## config.mk

```make
export PLATFORM = sky130hd
export DESIGN_NAME = apb_dual_master_bridge
export DESIGN_NICKNAME = d
export VERILOG_FILES = /design/src/rtl/apb_pkg.sv /design/src/rtl/rr_arbiter2.sv /design/src/rtl/apb_dual_master_bridge.sv
export SDC_FILE = /design/constraint.sdc
export NUM_CORES = 1
export LEC_CHECK = 0
export BUFFER_PORTS_ARGS = -buffer_cell sky130_fd_sc_hd__buf_4
export CORE_MARGIN = 2
export CORE_UTILIZATION = 30
export CTS_BUF_LIST = sky130_fd_sc_hd__clkbuf_4 sky130_fd_sc_hd__clkbuf_8
export DETAILED_ROUTE_END_ITERATION = 16
export PLACE_DENSITY = 0.66
export SKIP_LAST_GASP = 1
export SLEW_MARGIN = 5
export SYNTH_ARGS = -nofsm -noshare
export SYNTH_HDL_FRONTEND = slang
export SYNTH_HIERARCHICAL = 1
export SYNTH_SLANG_ARGS = --single-unit
```

## constraint.sdc

```tcl
create_clock -name PCLK -period 4.17 [get_ports PCLK]
set_clock_uncertainty 0.1 [all_clocks]
set_input_delay 0.6255 -clock PCLK [delete_from_list [all_inputs] [get_ports PCLK]]
set_output_delay 0.6255 -clock PCLK [all_outputs]
set_load 0.005 [all_outputs]
```

## src/rtl/apb_pkg.sv

```systemverilog
// ============================================================================
// Module      : apb_pkg
// Description : Shared types and default widths for the APB dual-master bridge.
// Revision    : 1.0 - initial release
// ============================================================================
`default_nettype none

package apb_pkg;

    localparam int c_DEFAULT_ADDR_W = 32;
    localparam int c_DEFAULT_DATA_W = 32;

    typedef enum logic [1:0] {
        IDLE   = 2'b00,
        SETUP  = 2'b01,
        ACCESS = 2'b10
    } state_t;

endpackage

`default_nettype wire

```

## src/rtl/rr_arbiter2.sv

```systemverilog
// ============================================================================
// Module      : rr_arbiter2
// Description : Two-way round-robin arbiter; the requester that was not granted
//               last wins a tie. The parent owns the last_grant register.
// Revision    : 1.0 - initial release
// ============================================================================
`default_nettype none

module rr_arbiter2 (
    input  logic [1:0] req,
    input  logic       last_grant,
    output logic [1:0] grant
);

    always_comb begin
        grant = req;
        if (&req) begin
            grant = last_grant ? 2'b01 : 2'b10;
        end
    end

endmodule

`default_nettype wire

```

## src/rtl/apb_dual_master_bridge.sv

```systemverilog
// ============================================================================
// Module      : apb_dual_master_bridge
// Description : Shares one APB bus between two requesters with round-robin
//               arbitration, address-bit slave decode and a PREADY timeout.
// Revision    : 1.0 - initial release
// ============================================================================
`default_nettype none

module apb_dual_master_bridge
    import apb_pkg::*;
#(
    parameter int ADDR_W  = c_DEFAULT_ADDR_W,
    parameter int DATA_W  = c_DEFAULT_DATA_W,
    parameter int SEL_BIT = 15,
    parameter int TIMEOUT = 16
) (
    input  logic                PCLK,
    input  logic                PRESETn,
    input  logic [1:0]          req,
    input  logic [1:0]          req_write,
    input  logic [2*ADDR_W-1:0] req_addr,
    input  logic [2*DATA_W-1:0] req_wdata,
    output logic [1:0]          gnt,
    output logic [1:0]          done,
    output logic [DATA_W-1:0]   rdata,
    output logic                err,
    output logic [ADDR_W-1:0]   PADDR,
    output logic                PWRITE,
    output logic [DATA_W-1:0]   PWDATA,
    output logic                PENABLE,
    output logic [1:0]          PSEL,
    input  logic [DATA_W-1:0]   PRDATA0,
    input  logic [DATA_W-1:0]   PRDATA1,
    input  logic                PREADY0,
    input  logic                PREADY1,
    input  logic                PSLVERR0,
    input  logic                PSLVERR1
);

    localparam int c_CNT_W = (TIMEOUT > 0) ? $clog2(TIMEOUT + 1) : 1;
    localparam logic [c_CNT_W-1:0] c_CNT_LAST = c_CNT_W'((TIMEOUT > 0) ? TIMEOUT - 1 : 0);

    state_t              r_state;
    state_t              w_next;
    logic                r_last;
    logic                r_idx;
    logic [ADDR_W-1:0]   r_paddr;
    logic [DATA_W-1:0]   r_pwdata;
    logic                r_pwrite;
    logic [c_CNT_W-1:0]  r_cnt;
    logic [1:0]          r_done;
    logic [DATA_W-1:0]   r_rdata;
    logic                r_err;

    logic [1:0]          w_grant;
    logic                w_arb;
    logic                w_win;
    logic                w_sel;
    logic                w_ready;
    logic                w_timeout;
    logic                w_complete;

    rr_arbiter2 u_arb (
        .req        (req),
        .last_grant (r_last),
        .grant      (w_grant)
    );

    assign w_win      = w_grant[1];
    assign w_sel      = r_paddr[SEL_BIT];
    assign w_ready    = w_sel ? PREADY1 : PREADY0;
    // Timeout fires on the TIMEOUT-th ACCESS cycle that still lacks PREADY.
    assign w_timeout  = (TIMEOUT != 0) && (r_cnt == c_CNT_LAST) && !w_ready;
    assign w_complete = (r_state == ACCESS) && (w_ready || w_timeout);

    always_ff @(posedge PCLK or negedge PRESETn) begin
        if (!PRESETn) begin
            r_state <= IDLE;
        end else begin
            r_state <= w_next;
        end
    end

    always_comb begin
        w_next = r_state;
        w_arb  = 1'b0;
        case (r_state)
            IDLE: begin
                w_arb = 1'b1;
                if (|req) w_next = SETUP;
            end
            SETUP: w_next = ACCESS;
            ACCESS: begin
                if (w_complete) begin
                    w_arb  = 1'b1;
                    w_next = (|req) ? SETUP : IDLE;
                end
            end
            default: w_next = IDLE;
        endcase
    end

    assign gnt     = w_arb ? w_grant : 2'b00;
    assign PSEL    = (r_state == SETUP || r_state == ACCESS) ? (w_sel ? 2'b10 : 2'b01) : 2'b00;
    assign PENABLE = (r_state == ACCESS);
    assign PADDR   = r_paddr;
    assign PWDATA  = r_pwdata;
    assign PWRITE  = r_pwrite;
    assign done    = r_done;
    assign rdata   = r_rdata;
    assign err     = r_err;

    always_ff @(posedge PCLK or negedge PRESETn) begin
        if (!PRESETn) begin
            r_last   <= 1'b1;
            r_idx    <= 1'b0;
            r_paddr  <= '0;
            r_pwdata <= '0;
            r_pwrite <= 1'b0;
            r_cnt    <= '0;
            r_done   <= 2'b00;
            r_rdata  <= '0;
            r_err    <= 1'b0;
        end else begin
            r_done <= 2'b00;
            if (|gnt) begin
                r_last   <= w_win;
                r_idx    <= w_win;
                r_paddr  <= w_win ? req_addr[ADDR_W +: ADDR_W] : req_addr[0 +: ADDR_W];
                r_pwdata <= w_win ? req_wdata[DATA_W +: DATA_W] : req_wdata[0 +: DATA_W];
                r_pwrite <= w_win ? req_write[1] : req_write[0];
            end
            if (r_state == SETUP) begin
                r_cnt <= '0;
            end else if (r_state == ACCESS) begin
                r_cnt <= r_cnt + c_CNT_W'(1);
            end
            if (w_complete) begin
                r_done <= r_idx ? 2'b10 : 2'b01;
                if (w_ready) begin
                    r_err <= w_sel ? PSLVERR1 : PSLVERR0;
                    if (!r_pwrite) r_rdata <= w_sel ? PRDATA1 : PRDATA0;
                end else begin
                    r_err   <= 1'b1;
                    r_rdata <= '0;
                end
            end
        end
    end

endmodule

`default_nettype wire

```

; ---- Yosys cells after proc, flatten, opt, wreduce, memory -nomap -nowiden
; Index checks and enable logic that the tools add are counted.
[totals]
reg_bits = 109
inputBits = 202
out_inout_bits = 105
wordCells = 53
[op_classes]
add_sub_neg = 1
eq_ne = 6
n_mux = 24
n_reduce_logical = 12
[op_table]
columns = cell, count
row1 = two-way mux 32 bit, 5
row2 = two-way mux 2 bit, 9
row3 = two-way mux 5 bit, 2
row4 = two-way mux 1 bit, 6
row5 = case mux 2 bit (3 select lines), 1
row6 = AND reduction 2 bit, 3
row7 = "adder 5 x 1 -> 5 bit, second input constant", 1
row8 = "equality test 5 x 4 -> 1 bit, second input constant", 1
row9 = "!= test 2 bit, second input constant", 2
row10 = OR reduction 2 bit, 2
row11 = "equality test 2 x 1 -> 1 bit, second input constant", 1
row12 = "equality test 2 bit, second input constant", 1
row13 = logical AND 1 bit, 2
row14 = zero test 2 bit, 1
row15 = logical OR 1 bit, 2
row16 = "!= test 2 x 1 -> 1 bit, second input constant", 1
row17 = case mux 1 bit (2 select lines), 1
row18 = nonzero test 2 bit, 1
row19 = zero test 1 bit, 1

; ---- Logic depth before layout (Yosys ltp)
; Gate-level depths: netlist of the first run.
[depth]
word_depth = 9
mapped_depth = 10

; ---- Modules after synthesis
; The synthesis of the first run kept the hierarchy.
[by_module_without_submodules]
columns = module, instances, cells_per_inst, area_per_inst_um2, seq_area_each_um2
row1 = apb_dual_master_bridge, 1, 516, 5351.4, 2728.9
row2 = rr_arbiter2, 1, 3, 18.8, 0.0

; ---- Worst setup path before layout of the first run
; Ideal clock, no wire load.
[synth_path]
path_kind = reg2out
from = register r_cnt[0]
to = output gnt[1]
arrival_time_ns = 1.862
required_ns = 3.444
setup_slack_ns = 1.582
path_stages_with_launch = 9
n_path_buf = 2
cell_sequence = dfrtp_1 -> ha_1 -> and3_1 -> ha_1 -> or2_2 -> o211ai_2 -> buf_4 -> buf_2 -> inv_1
[synth_between]
elab_chain_len = 7
[synth_lines]
columns = element, line_no
row1 = from (decl), apb_dual_master_bridge.sv:50  ; logic [c_CNT_W-1:0] r_cnt;
row2 = from (signal assigned), apb_dual_master_bridge.sv:136  ; r_cnt <= r_cnt + c_CNT_W'(1);
row3 = equality test 5 x 4 -> 1 bit, apb_dual_master_bridge.sv:73  ; assign w_timeout = (TIMEOUT != 0) && (r_cnt == c_CNT_LAST) && !w_ready;
row4 = logical AND 1 bit, apb_dual_master_bridge.sv:73
row5 = logical OR 1 bit, apb_dual_master_bridge.sv:74  ; assign w_complete = (r_state == ACCESS) && (w_ready || w_timeout);
row6 = logical AND 1 bit, apb_dual_master_bridge.sv:74
row7 = two-way mux 1 bit, apb_dual_master_bridge.sv:94  ; if (w_complete) begin
row8 = case mux 1 bit (2 select lines), apb_dual_master_bridge.sv:87  ; case (r_state)
row9 = two-way mux 2 bit, apb_dual_master_bridge.sv:103  ; assign gnt = w_arb ? w_grant : 2'b00;
row10 = to (decl), apb_dual_master_bridge.sv:23  ; output logic [1:0] gnt,
; Every way passes these cells.

; ---- Final worst setup path of the first run
; Ends and elaborated chain as after synthesis.

==> summary.txt, run 1 <==
Run status
  – Outcome: finished clean

Timing
  – RSZ-0062 raised after global routing: no
  – Final number of hold-violating endpoints: 0
  – Worst rel slew slack: 28.4%
  – Pins Over Slew Limit: 0
  – Setup total negative slack: 0 ns
  – Final worst path period need: 3.29 ns
  – Transition at the pin with the smallest max-transition slack: 1.07 ns
  – Final-report setup violation count: 0
  – Period utilisation layout: 78.8%
  – Peak Freq: 0.304 GHz

Drt
  – Wire length reported by the detailed router: 18.8 mm
  – Iteration count of the initial detailed-routing pass: 4
  – Vias after detailed routing: 5,421
  – Via-to-Cell Ratio: 5.29
  – Initial DRC count: 235
  – Post-route ant nets: 0
  – Routed length per placed instance: 18.3 µm
  – DRC errors left: 0

Place
  – Hpwl dp: 13.3 mm
  – Total instance count after detailed placement: 1,009
  – Gp weighted congestion: 0.766
  – IO Port Bufs: 306

Pwr
  – Overall Power: 5700 µW
  – Power density over cell area: 708 mW/mm²
  – Leakage power: 0.00404 µW
  – VDD IR-drop max: 0.000296 V

CTS
  – Clock tree from TritonCTS: built
  – Worst-Skew Late Latency: 0.38 ns
  – Clock Tree Root: clkbuf_8
  – Number of buffers added by the clock tree synthesis step: 9
  – Number of clock sinks: 109
  – Post-CTS clock slew at the launch and capture registers of the worst setup and hold paths: 0.12 ns
  – H-tree levels: 3
  – Post-cts repair resize count: 0
  – CTS hold repair buffers: 0
  – Number of buffers on the longest clock path: 2
  – Setup repair bufs after CTS: 0

Global route
  – GR Layer Usage met3: 5.33%
  – Maximum number of pins on one net before global-route repair: 63
  – Global-route total usage across every layer: 18.8%
  – Via count of the first global-routing pass: 5,351
  – Number of antenna violations at the first check in global routing: 0
  – Global-route met1 utilization: 22.8%
  – GR Overflow Total: 0
  – Highest-utilization routing layer at the global route stage: met2
  – First-pass GRT wire length: 27.7 mm
  – Met2 track utilization from global routing: 31.6%

Yosys
  – Number of instances in the synthesized netlist: 519
  – Cell Area, Synth: 0.00537 mm²
  – Post-synth cell types: 33
  – Top FF cell, synth: dfrtp_1
  – Post-synth top area share: 50.3%
  – Yosys synthesis warning count: 6
  – Post-Syn Nets: 727
  – Number of flops mapped to enable cells by yosys: 0
  – Count leader, synth: dfrtp_1
  – Share of synthesized area occupied by flip-flops and latches: 50.8%
  – Post-synthesis register bit count: 109
  – Commonest cells in the synthesized netlist: 108 x dfrtp_1, 72 x nor2_1, 63 x o22ai_1, 61 x o32ai_1, 37 x mux2i_1
  – Synth async-reset ratio: 100%
  – Ranking of synthesized cells by area: dfrtp_1 50%, o32ai_1 9.9%, o22ai_1 7.3%
  – Largest area contributor in the netlist: dfrtp_1
  – Average cell area after synthesis: 10.3 µm²

Floorplanning
  – Die boundary width: 138 µm
  – Die Y: 138 µm
  – Ports placed on the boundary: 307
  – Initial standard-cell utilization of the core: 30.8%
  – Core region area: 0.0174 mm²
  – Count of standard-cell rows: 48
  – DIE AREA: 0.0190 mm²

Cells and area
  – Finished Layout Cells: 1,025
  – Share of final-layout standard cells stronger than drive strength 1: 43.1%
  – Count of inserted antenna diode cells: 0
  – Number of fill cells: 1,686
  – NumNets Final: 1,003
  – Synth-to-layout area growth: 50.0%

Min path
  – Worst hold path type: input port to async pin

Critical path
  – Critical path endpoint category: primary output
  – Endpoint required time on the critical path: 3.44 ns
  – Max Fanout on Critical Path: 21
  – CP Data Arrival Time: 2.56 ns
  – Crit path kind: register to primary output
  – Critical Path Start Type: register

Job
  – Number of max-cap violations: 0
[routing by layer]
metal	up-vias	wire, µm
met3	21	1940
met2	247	9020
met5	-	0
met1	2598	7470
met4	0	345
li1	2555	-
[through the flow]
step / hold WS, ns / util [%] / setup slack, ns / area (µm²)
finish: 0.191 / 46.2 / 0.882 / 8050
global route: 0.243 / 46.2 / 0.705 / 8050
CTS: 0.211 / 46.2 / 0.803 / 8050
detailed placement: 0.318 / 45.1 / 1.17 / 7850
global placement: 0.312 / 45.1 / 1.22 / 7850
floorplan: 0.230 / - / 1.58 / 5370
[cells by family after synthesis]
family | count (synthesis) | share of synthesized area (%)
buffers and inverters | 63 | 5.10
multiplexers | 39 | 7.39
flip-flops | 109 | 50.8
AND/OR/NAND/NOR | 122 | 10.5
AO/OA/AOI/OAI | 180 | 24.8
adder cells (fa/ha/maj) | 6 | 1.40
[registers in the layout, indices dropped and copies added, names as in the netlist]
| signal | cells |
|---|---|
| err | 1 |
| PADDR | 32 |
| rdata | 32 |
| done | 2 |
| PWDATA | 32 |
| r_last | 1 |
| r_cnt | 5 |
| r_idx | 1 |
| r_state | 2 |
| PWRITE | 1 |
[worst max-delay path, stage by stage, from the launching register on]
cell and delay (ns):
dfrtp_1 0.42, ha_1 0.23, and3_1 0.19, ha_1 0.20, or2_2 0.34, o211ai_4 0.57
inv_1 0.09, buf_4 0.16
[power by group]
| part | total (µW) | internal (µW) | switching, µW |
|---|---|---|---|
| Combinational | 3020 | 1510 | 1510 |
| Clock | 688 | 300 | 387 |
| Sequential | 1990 | 1600 | 390 |
[path summary, 6_finish.rpt]
path,depth (start not counted),end,slack [ns],startpoint
worst min register to register,1,done[0]$_DFF_PN0_,0.33,r_idx$_DFFE_PN0P_
worst max register to register,8,PWDATA[31]$_DFFE_PN0P_,1.19,r_cnt[0]$_DFFE_PN0N_
worst max-delay path,7,gnt[1],0.88,r_cnt[0]$_DFFE_PN0N_
min in group PCLK,1,done[0]$_DFF_PN0_,0.33,r_idx$_DFFE_PN0P_
worst min-delay path,1,rdata[29]$_DFFE_PN0P_,0.19,PRESETn
max in group asynchronous,2,r_last$_DFFE_PN1P_,2.98,PRESETn
[cells in the final DEF, fill, tap and decap left out, drive strengths merged, types with 2 or more instances in the layout]
cell type / instances
and3: 2
nor2b: 2
o211ai: 2
clkinv: 4
o22ai: 63
o32ai: 61
a211oi: 3
nand2b: 3
ha: 6
a21o: 33
inv: 12
nand2: 7
nor2: 72
a22oi: 2
buf: 317
a21boi: 2
a21oi: 5
o21ai: 7
dfrtp: 108
mux2: 2
mux2i: 37
or2: 3
clkbuf: 10
nor4: 32
[area by class of cell]
type | count | area [µm²] | share of cell area, %
timing repair buffer | 317 | 2390 | 29.7
clock buffer | 10 | 138 | 1.71
sequential | 109 | 2730 | 33.9
multi-input combinational | 347 | 2400 | 29.8
clock inverter | 6 | 70.1 | 0.870
tap | 225 | 282 | 3.50
inverter | 11 | 41.3 | 0.513
Power figures use the tool's default switching activity.
==> inputs of run 2 (changes only) <==
clock period = 3.23 ns   (was 4.17 ns; I/O delays follow)
==> run 2 against run 1 <==
Wire length rose by 0.76%. Die area did not move. First-iteration DRC count rose by 6.8%. Core utilization rose by 0.54 points. Clock-buffer cell count fell by 1. Hold slack improved by 0.037 ns. Sequential power rose by 30%. Critical path type unchanged. Critical endpoint is now gnt[0]. Largest power group unchanged.
==> summary.txt, run 2 (synthesis results as in run 1) <==
Min path
  – Worst hold path type: input port to register

CTS
  – Worst-Skew Late Latency: 0.38 ns (about the same)
  – Post-cts repair resize count: 0 (unchanged)
  – Setup repair bufs after CTS: 0 (unchanged)
  – Number of buffers added by the clock tree synthesis step: 9 (unchanged)
  – Post-CTS clock slew at the launch and capture registers of the worst setup and hold paths: 0.12 ns (about the same)
  – Number of buffers on the longest clock path: 2 (unchanged)
  – Clock tree from TritonCTS: built
  – H-tree levels: 3 (unchanged)
  – CTS hold repair buffers: 1 (+1)
  – Number of clock sinks: 109 (unchanged)
  – Clock Tree Root: clkbuf_8

Pwr
  – Net switching power: 3000 µW (+31%)
  – Share of total power in the clock network: 11.9% (-0.2 points)
  – Leakage power: 0.00409 µW (+1.1%)
  – Internal Power: 4480 µW (+31%)
  – Overall Power: 7480 µW (+31%)
  – Sw Ratio: 40.1% (about the same)
  – Power density over cell area: 918 mW/mm² (+30%)
  – Combinational power share: 53.4% (+0.4 points)
  – Flop pwr share: 34.6% (-0.4 points)
  – VDD IR-drop max: 0.000352 V (+19%)

Timing
  – Final number of hold-violating endpoints: 0 (unchanged)
  – Pins Over Slew Limit: 0 (unchanged)
  – Final-report setup violation count: 0 (unchanged)
  – Min Hold Slack: 0.228 ns (+0.0375 ns)
  – Setup total negative slack: 0 ns (unchanged)
  – RSZ-0062 raised after global routing: no
  – Peak Freq: 0.360 GHz
  – Transition at the pin with the smallest max-transition slack: 0.624 ns (-0.451 ns)
  – Worst rel slew slack: 57.6% (+29 points)
  – Period utilisation layout: 85.9%
  – Final worst path period need: 2.77 ns

Critical path
  – Endpoint required time on the critical path: 2.65 ns (-0.79 ns)
  – Worst reg2reg path endpoint: PADDR[10]$_DFFE_PN0P_
  – Max Fanout on Critical Path: 3 (-86%)
  – Crit. Startpoint: r_cnt[0]$_DFFE_PN0N_
  – Critical Path Start Type: register
  – Critical path endpoint category: primary output
  – Source of the worst register-to-register timing path: r_cnt[0]$_DFFE_PN0N_
  – CP Data Arrival Time: 2.19 ns (-0.37 ns)
  – Crit path kind: register to primary output
  – Worst Setup EP: gnt[0]
  – Reg-to-reg slack, setup: 0.66 ns (-0.53 ns)
  – Worst R2R Path Depth: 8 (unchanged)

Cells and area
  – Number of fill cells: 1,717 (+1.8%)
  – Most frequent cells in the layout: 322 x buf_4, 107 x dfrtp_1, 72 x nor2_1
  – NumNets Final: 1,012 (+0.90%)
  – Synth-to-layout area growth: 51.7%
  – Share of final-layout standard cells stronger than drive strength 1: 43.6% (+0.51 points)
  – Commonest non-fill, non-tap cell in the layout: buf_4
  – Count of inserted antenna diode cells: 0 (unchanged)

Global route
  – Global-route total usage across every layer: 18.9% (+0.088 points)
  – First-pass GRT wire length: 27.7 mm (-0.25%)
  – GR Overflow Total: 0 (unchanged)
  – Maximum number of pins on one net before global-route repair: 50 (-21%)
  – Via count of the first global-routing pass: 5,315 (-0.67%)
  – Number of antenna violations at the first check in global routing: 0 (unchanged)

Floorplanning
  – Ports placed on the boundary: 307 (unchanged)
  – Die boundary width: 138 µm (unchanged)
  – DIE AREA: 0.0190 mm² (unchanged)
  – Initial standard-cell utilization of the core: 30.8% (unchanged)
  – Die Y: 138 µm (unchanged)
  – Core region area: 0.0174 mm² (unchanged)
  – Count of standard-cell rows: 48 (unchanged)

Place
  – IO Port Bufs: 306 (unchanged)
  – Gp weighted congestion: 0.780 (+1.9%)
  – Hpwl dp: 13.5 mm (+1.3%)

Drt
  – Iteration count of the initial detailed-routing pass: 6 (+2)
  – Vias after detailed routing: 5,473 (+0.96%)
  – Routed length per placed instance: 18.3 µm (-0.12%)
  – Initial DRC count: 251 (+6.8%)
  – Post-route ant nets: 0 (unchanged)
  – Via-to-Cell Ratio: 5.29 (about the same)
  – Wire length reported by the detailed router: 18.9 mm (+0.76%)
  – DRC errors left: 0 (unchanged)

Job
  – Number of max-cap violations: 0 (unchanged)

Run status
  – Outcome: finished clean
==> run 2: per-layer routing <==
layer / routed length, µm / track usage [%]
met1: 7380 / 22.2
met2: 9150 / 32.1
met3: 1960 / 5.85
met4: 434 / 7.60
met5: 0 / 0
==> run 2: layout make-up <==
| type | instances | area [µm²] | area share, % |
|---|---|---|---|
| clock buffers | 9 | 124 | 1.52 |
| well taps | 225 | 282 | 3.46 |
| flip-flops and latches | 109 | 2730 | 33.5 |
| inverters | 11 | 41.3 | 0.507 |
| repair buffers | 326 | 2490 | 30.5 |
| clock inverters | 7 | 82.6 | 1.01 |
| multi-input cells | 347 | 2400 | 29.5 |
==> run 2: worst max-delay path, stage by stage (launching register included) <==
cell and delay [ns]:
dfrtp_1 0.42, ha_1 0.23, and3_1 0.19, ha_1 0.20
or2_2 0.34, o211ai_4 0.20, inv_1 0.09, buf_4 0.15
==> run 2: how the worst min path moves through the flow <==
| stage | start | to | slack [ns] | depth (start not counted) |
|---|---|---|---|---|
| final | req_wdata[61] | PWDATA[29]$_DFFE_PN0P_ | 0.23 | 3 |
| after global routing | req_wdata[60] | PWDATA[28]$_DFFE_PN0P_ | 0.20 | 3 |
| after CTS | req_wdata[41] | PWDATA[9]$_DFFE_PN0P_ | 0.19 | 3 |
| after detailed placement | PRESETn | rdata[27]$_DFFE_PN0P_ | 0.26 | 1 |
| after global placement | PRESETn | rdata[29]$_DFFE_PN0P_ | 0.26 | 1 |
| after floorplan | PRESETn | PADDR[0]$_DFFE_PN0P_ | 0.09 | 0 |
==> run 2: stage by stage <==
step                      instances  setup slack [ns]  utilization [%]  instance area, µm²
after global routing           1034             0.331             46.8                8150
after floorplan                 519             0.783                -                5370
final                          1034             0.456             46.8                8150
after detailed placement       1017             0.685             45.5                7930
after CTS                      1034             0.404             46.8                8150
after global placement         1017             0.772             45.5                7930
==> run 2: power groups by stage <==
stage	sequential [µW]	combinational, µW	clock, µW
2_1_floorplan	2580	2120	0
3_3_place_gp	2600	3990	0
3_5_place_dp	2600	4040	0
4_1_cts	2590	4030	935
5_1_grt	2680	4400	995
6_report	2590	3990	893
